File: config.mk
export PLATFORM = sky130hd
export DESIGN_NAME = fitness_eval
export DESIGN_NICKNAME = d
export VERILOG_FILES = /design/src/rtl/genetico_pkg.sv /design/src/rtl/fitness_eval_bit_match_cnt.sv /design/src/rtl/fitness_eval.sv
export SDC_FILE = /design/constraint.sdc
export NUM_CORES = 1
export LEC_CHECK = 0
export BUFFER_PORTS_ARGS = -buffer_cell sky130_fd_sc_hd__buf_4
export CORE_MARGIN = 2
export CORE_UTILIZATION = 44
export DETAILED_ROUTE_END_ITERATION = 6
export GPL_ROUTABILITY_DRIVEN = 0
export GPL_TIMING_DRIVEN = 0
export PLACE_DENSITY_LB_ADDON = 0.1
export RECOVER_POWER = 25
export REMOVE_ABC_BUFFERS = 1
export SLEW_MARGIN = 30
export SYNTH_ARGS = -nofsm -noshare
export SYNTH_HDL_FRONTEND = slang
export SYNTH_SLANG_ARGS = --single-unit
export TNS_END_PERCENT = 20
File: constraint.sdc
create_clock -name clk -period 3.4 [get_ports clk]
set_input_delay 1.02 -clock clk [delete_from_list [all_inputs] [get_ports clk]]
set_output_delay 1.02 -clock clk [all_outputs]
set_load 0.03 [all_outputs]
File: src/rtl/genetico_pkg.sv
//------------------------------------------------------------------------------
// Module : genetico_pkg
// Brief  : Shared sizing constants and FSM state type for the fitness evaluator.
// Rev    : 1.0
//------------------------------------------------------------------------------
`default_nettype none

package genetico_pkg;

  localparam int IN    = 3;
  localparam int OUT   = 2;
  localparam int ROW   = 2;
  localparam int COL   = 3;
  localparam int NVEC  = 2**IN;
  localparam int FIT_W = $clog2(NVEC*OUT+1);

  typedef enum logic [1:0] {
    IDLE   = 2'd0,
    EVAL   = 2'd1,
    FINISH = 2'd2
  } state_t;

endpackage

`default_nettype wire

File: src/rtl/fitness_eval_bit_match_cnt.sv
//------------------------------------------------------------------------------
// Module : bit_match_cnt
// Brief  : Combinational count of equal bit positions between two W-bit words.
// Rev    : 1.0
//------------------------------------------------------------------------------
`default_nettype none

module bit_match_cnt #(
  parameter  int W  = 2,
  localparam int CW = $clog2(W+1)
) (
  input  logic [W-1:0]  a_i,
  input  logic [W-1:0]  b_i,
  output logic [CW-1:0] cnt_o
);

  always_comb begin
    cnt_o = '0;
    for (int i = 0; i < W; i++) begin
      cnt_o = cnt_o + CW'(~(a_i[i] ^ b_i[i]));
    end
  end

endmodule

`default_nettype wire

File: src/rtl/fitness_eval.sv
//------------------------------------------------------------------------------
// Module : fitness_eval
// Brief  : Sweeps every input vector of a genetic circuit, holds each for SETTLE
//          cycles and accumulates matching output bits against a target table.
//          Optional macro FITNESS_ERRMAP_EN adds the per-vector mismatch map.
// Rev    : 1.0
//------------------------------------------------------------------------------
`default_nettype none

module fitness_eval #(
  parameter  int IN     = genetico_pkg::IN,
  parameter  int OUT    = genetico_pkg::OUT,
  parameter  int SETTLE = 1,
  localparam int NV     = 2**IN,
  localparam int FIT_W  = $clog2(NV*OUT+1)
) (
  input  logic                   clk,
  input  logic                   rst_n,
  input  logic                   start,
  input  logic [NV-1:0][OUT-1:0] target,
  input  logic [OUT-1:0]         circ_out,
  output logic [IN-1:0]          circ_inp,
  output logic                   busy,
  output logic                   done,
  output logic [FIT_W-1:0]       fitness,
  output logic                   perfect,
  output logic [NV-1:0]          err_map
);

  import genetico_pkg::*;

  localparam int               SW          = (SETTLE > 1) ? $clog2(SETTLE) : 1;
  localparam int               MW          = $clog2(OUT+1);
  localparam logic [SW-1:0]    SETTLE_LAST = SW'(SETTLE-1);
  localparam logic [IN-1:0]    INP_LAST    = {IN{1'b1}};
  localparam logic [FIT_W-1:0] FIT_MAX     = FIT_W'(NV*OUT);

  state_t           state_q, state_d;
  logic [IN-1:0]    inp_q, inp_d;
  logic [SW-1:0]    cnt_q, cnt_d;
  logic [FIT_W-1:0] fit_q, fit_d;
  logic [MW-1:0]    match;
  logic             sample;
  logic             clear;

  bit_match_cnt #(.W(OUT)) u_match (
    .a_i   (circ_out),
    .b_i   (target[inp_q]),
    .cnt_o (match)
  );

  // sample fires on the edge that closes the last settle cycle of a vector
  assign sample = (state_q == EVAL) && (cnt_q == SETTLE_LAST);
  assign clear  = (state_q == IDLE) && start;

  always_comb begin
    state_d = state_q;
    inp_d   = inp_q;
    cnt_d   = cnt_q;
    fit_d   = fit_q;
    case (state_q)
      IDLE: begin
        if (start) begin
          state_d = EVAL;
          inp_d   = '0;
          cnt_d   = '0;
          fit_d   = '0;
        end
      end
      EVAL: begin
        if (sample) begin
          fit_d = fit_q + FIT_W'(match);
          cnt_d = '0;
          if (inp_q == INP_LAST) begin
            state_d = FINISH;
            inp_d   = '0;
          end else begin
            inp_d = inp_q + 1'b1;
          end
        end else begin
          cnt_d = cnt_q + 1'b1;
        end
      end
      FINISH:  state_d = IDLE;
      default: state_d = IDLE;
    endcase
  end

  always_ff @(posedge clk) begin
    if (!rst_n) begin
      state_q <= IDLE;
      inp_q   <= '0;
      cnt_q   <= '0;
      fit_q   <= '0;
    end else begin
      state_q <= state_d;
      inp_q   <= inp_d;
      cnt_q   <= cnt_d;
      fit_q   <= fit_d;
    end
  end

`ifdef FITNESS_ERRMAP_EN
  logic [NV-1:0] err_q;

  always_ff @(posedge clk) begin
    if (!rst_n) begin
      err_q <= '0;
    end else if (clear) begin
      err_q <= '0;
    end else if (sample) begin
      err_q[inp_q] <= (circ_out != target[inp_q]);
    end
  end

  assign err_map = err_q;
`else
  assign err_map = '0;
`endif

  assign circ_inp = inp_q;
  assign busy     = (state_q != IDLE);
  assign done     = (state_q == FINISH);
  assign fitness  = fit_q;
  assign perfect  = (fit_q == FIT_MAX);

endmodule

`default_nettype wire

# Yosys cells after proc, flatten, opt, wreduce, memory -nomap -nowiden
# Cells that the tools add are included.
# Widths: inputs -> output; s select.
[totals]
register_bits = 11
word_cells = 44
[classes]
n_eq_ne = 7
reduce_logical = 7
addsub = 4
n_lt_le_gt_ge = 1
n_bitwise = 5
n_mux = 16
[ops]
columns = ["operator", "count"]
rows = [
  ["$mux 5", 2],
  ["$pmux 5 s2", 1],
  ["$mux 3", 3],
  ["$mux 2", 4],
  ["$bmux 2 s3", 1],
  ["$pmux 3 s2", 1],
  ["$reduce_and 3->1", 2],
  ["$add 5x2->5", 1],
  ["$eq 5x5->1 const B", 1],
  ["$lt 3x4->1 const B", 1],
  ["$ne 2x2->1 const B", 2],
  ["$not 2->2", 2],
  ["$pmux 2 s2", 1],
  ["$reduce_bool 2->1", 2],
  ["$add 3x1->3 const B", 1],
  ["$eq 3x3->1 const B", 1],
  ["$add 2x2->2", 1],
  ["$eq 2x1->1 const B", 1],
  ["$eq 2x2->1 const B", 1],
  ["$logic_not 2->1", 1],
  ["$mux 1", 2],
  ["$ne 2x1->1 const B", 1],
  ["$pmux 1 s2", 1],
  ["$reduce_and 2->1", 1],
  ["4 further kinds", 5],
]

# Longest topological paths before layout
[depth]
depth_word = 8
mapped_depth = 11

# By module
# From an unflattened synthesis, not the netlist that was laid out.
[unflattened]
hier_cells = 85
hier_area_um2 = 793.3
[by_module_without_submodules]
columns = ["module", "seq_area_each_um2", "cells_per_inst", "area_each_um2", "instances"]
rows = [
  ["fitness_eval", 220.2, 82, 763.2, 1],
  ["bit_match_cnt", 0.0, 3, 30.0, 1],
]

# Least setup slack after synthesis
# Ideal clock, no wire load.
[synth_timing]
path_kind = "input-to-reg"
from = "input port target[15] in the netlist's numbering"
to = "register fit_q[4], in the netlist fitness[4]"
arrival_ns = 3.163
path_stages = 9
required_ns = 3.330
setup_time_ns = 0.070
slack_ns = 0.167
cell_sequence = "mux2i_1 -> mux4_2 -> xor2_1 -> ha_1 -> ha_1 -> inv_1 -> fa_1 -> or4_1 -> a21oi_1"
[synth_between]
elab_chain_cells = 8
[synth_lines]
columns = ["item", "line_no", "source"]
rows = [
  ["start: declaration", "fitness_eval.sv:20", "input logic [NV-1:0][OUT-1:0] target,"],
  ["$bmux 2 s3", "fitness_eval.sv:48", ".b_i (target[inp_q]),"],
  ["$mux 2 (not written as such)", "fitness_eval.sv:48", ""],
  ["$xor 1x1->1", "fitness_eval_bit_match_cnt.sv:20", "cnt_o = cnt_o + CW'(~(a_i[i] ^ b_i[i]));"],
  ["$not 2->2", "fitness_eval_bit_match_cnt.sv:20", ""],
  ["$add 2x2->2", "fitness_eval_bit_match_cnt.sv:20", ""],
  ["$add 5x2->5", "fitness_eval.sv:72", "fit_d = fit_q + FIT_W'(match);"],
  ["$mux 5", "fitness_eval.sv:71", "if (sample) begin"],
  ["$pmux 5 s2", "fitness_eval.sv:61", "case (state_q)"],
  ["end signal: assignment", "fitness_eval.sv:99", "fit_q <= fit_d;"],
  ["end: declaration", "fitness_eval.sv:41", "logic [FIT_W-1:0] fit_q, fit_d;"],
]
# No other way between the ends. The select of a mux whose other input is x is not followed.
# A chain may end at the register's enable or synchronous reset.

# Worst setup path after layout
[layout_timing]
from = "input port target[14] in the netlist's numbering"
to = "register fit_q[4], in the netlist fitness[4]"
# Same word-level chain as after synthesis.

==> impl_metrics.py <==
metrics = {
    "synthesis": {
        "synth_top_area_share_pct": 27.1,
        "synth_edf_count": 0,
        "yosys_warnings": 0,
        "ys_types": 34,
        "syn_area_um2": 812,
        "async_flop_share_pct": 0,
        "syn_inst": 89,
        "synth_area_leaders": "dfxtp_1 27%, mux2i_1 9.9%, ha_1 7.7%",
        "synth_ff_type": "dfxtp_1",
        "ys_seq_elements": 11,
        "avgSynthCellArea_um2": 9.12,
        "ys_seq_area_share_pct": 27.1,
        "synth_largest_area_cell": "dfxtp_1",
    },
    "clock_tree": {
        "cts_setup_buffers": 0,
        "cts-resized-gates": 0,
        "cts_hold_buf": 0,
        "insertion_delay_ns": 0.27,
        "cts_buffer_depth": 2,
        "cts.htree.levels": 1,
        "numCtsBuffers": 3,
        "clk_pin_slew_ns": 0.07,
        "cts_sinks": 11,
        "cts_root_buffer": "clkbuf_4",
        "cts_tree": "yes",
    },
    "worst_hold_path": {
        "min_to": "cnt_q",
        "hold_start": "cnt_q",
        "min_path_cells": 1,
        "hold_class": "reg2reg",
    },
    "route": {
        "drc": 0,
        "finalWirelength_um": 1600,
        "ant_nets": 0,
        "vias": 707,
        "drtPass1Iterations": 4,
        "wl_per_cell_um": 11.0,
        "via_per_inst": 4.84,
        "drt_iter0_drc": 12,
    },
    "pwr": {
        "power_leakage_nw": 0.467,
        "powerDensity_nw_per_um2": 302,
        "p_int_mw": 0.221,
        "seqPwrFrac_pct": 44.0,
        "switching_share_pct": 30.6,
        "netSwitchingPower_mw": 0.0971,
        "fin_total_pwr_mw": 0.318,
        "power_frac_comb_pct": 28.4,
        "peakVddDrop_mv": 0.263,
        "clkPwrFrac_pct": 27.6,
    },
    "finish": {
        "layout_common_cells": "30 x buf_4, 11 x dfxtp_1, 8 x mux2i_1, 8 x conb_1, 6 x inv_1",
        "antenna_cells": 0,
        "layout.nets": 149,
        "fin_area_um2": 1050,
        "drive_above_1_share_pct": 32.2,
        "syn2layout_area_growth_pct": 29.4,
        "final_common_cell": "buf_4",
        "finalNonFillerCells": 146,
        "final_core_util_pct": 60.9,
        "fill_cells": 175,
    },
    "global_routing": {
        "grt_max_degree": 13,
        "grt_pass1_vias": 588,
        "grt_pass1_wl_um": 2500,
        "grt_remaining_overflow": 0,
        "groute.usage.overall_pct": 16.4,
        "antenna_found_initial": 0,
    },
    "floorplan": {
        "top_level_ports": 40,
        "die-area_um2": 2210,
        "die_y_um": 47.0,
        "rows": 15,
        "start_util_pct": 47.0,
        "core_area_um2": 1730,
        "die-width_um": 47.0,
    },
    "critical_path": {
        "r2r_end": "fitness[4]",
        "path_max_fanout": 4,
        "worstSetupEndpointType": "flop",
        "cp.required_ns": 3.61,
        "crit_type": "in2reg",
        "r2r_slack_ns": 0.29,
        "arrival_ns": 3.35,
        "start_kind": "input pin",
        "reg2reg_from": "circ_inp[0]",
        "worstRegToRegCells": 9,
    },
    "sta": {
        "final.min_clock_period_ns": 3.15,
        "tns_ns": 0,
        "final-setup-viol-count": 0,
        "rsz0062_at_grt": "false",
        "final_hold_viol_count": 0,
        "fin_skew_ns": 0.00524,
        "fmax_mhz": 318,
        "relSlewSlack_pct": 61.1,
        "drv_slew": 0,
        "timing.final.crit_share_pct": 92.5,
        "worst_slew_pin_slew_ns": 0.583,
    },
    "placed_design": {
        "post-place-cells": 142,
        "dp_hpwl_um": 1330,
        "placed_cell_area_um2": 1030,
        "io_buffers": 31,
    },
    "job": {
        "maxCapViolations": 0,
    },
    "status": {
        "status": "finished, final reports clean",
    },
}
synth_stat cells, types with 2 or more instances:
master    number
a21boi_0       4
a21oi_1        5
buf_4          8
dfxtp_1       11
ha_1           5
inv_1          6
mux2i_1        8
mux4_2         2
nand2_1        5
nand3_1        4
nor2_1         5
nor2b_1        2
o21ai_0        2
xor2_1         2
cell type report:
cell class                      count  area [um2]  share of cell area (%)
Clock buffer                        4        26.3                    2.50
Inverter                            6        22.5                    2.14
Timing Repair Buffer               31         229                    21.8
Multi-Input combinational cell     69         522                    49.6
Sequential cell                    11         220                    21.0
Tap cell                           25        31.3                    2.98
cell families (layout without fill, tap and decap cells):
logic type / after synthesis / in the layout / synth area share [%]
fa+ha+maj: 6 / 6 / 10.2
simple gates: 26 / 26 / 18.3
buf+inv: 16 / 41 / 11.2
other cells: 1 / 8 / 0.462
mux: 10 / 10 / 15.4
flops: 11 / 11 / 27.1
compound gates: 16 / 16 / 14.0
xor+xnor: 3 / 3 / 3.24
power by group through the flow:
stage / Combinational, mW / Clock (mW) / Sequential, mW
floorplan: 0.0534 / 0 / 0.147
global placement: 0.0910 / 0 / 0.142
detailed placement: 0.0924 / 0 / 0.143
CTS: 0.0925 / 0.0915 / 0.140
global route: 0.0998 / 0.0987 / 0.141
finish: 0.0902 / 0.0877 / 0.140
how the worst max path moves through the flow:
stage          slack, ns         from         end
2_1_floorplan       0.15   target[15]  fitness[4]
3_3_place_gp       -0.02   target[14]  fitness[4]
3_5_place_dp       -0.03   target[14]  fitness[4]
5_1_grt             0.09  circ_inp[0]  fitness[4]
6_report            0.25   target[14]  fitness[4]
4_1_cts             0.25   target[14]  fitness[4]
per-stage QoR:
step / setup WS [ns] / hold slack (ns)
2_1_floorplan: 0.149 / 0.438
3_3_place_gp: -0.0229 / 0.453
3_5_place_dp: -0.0343 / 0.451
4_1_cts: 0.251 / 0.461
5_1_grt: 0.0871 / 0.489
6_report: 0.254 / 0.461
routing by layer:
metal	vias up	global-route usage [%]	part of all wire, %
li1	362	-	-
met1	324	20.9	47
met2	21	26.0	46
met3	0	6.92	6.9
met4	0	3.33	0
met5	-	0	0
worst max-delay path: stages:
cell	delay, ns
buf_4	0.07
mux2i_1	0.05
mux4_2	0.51
xor2_1	0.16
ha_1	0.27
ha_1	0.15
inv_1	0.06
fa_1	0.40
or4_1	0.51
a21oi_1	0.14
state kept, by name (all words and copies together) (netlist names):
name,flops
circ_inp,3
cnt_q,1
fitness,5
state_q,2
Power figures use the tool's default switching activity.
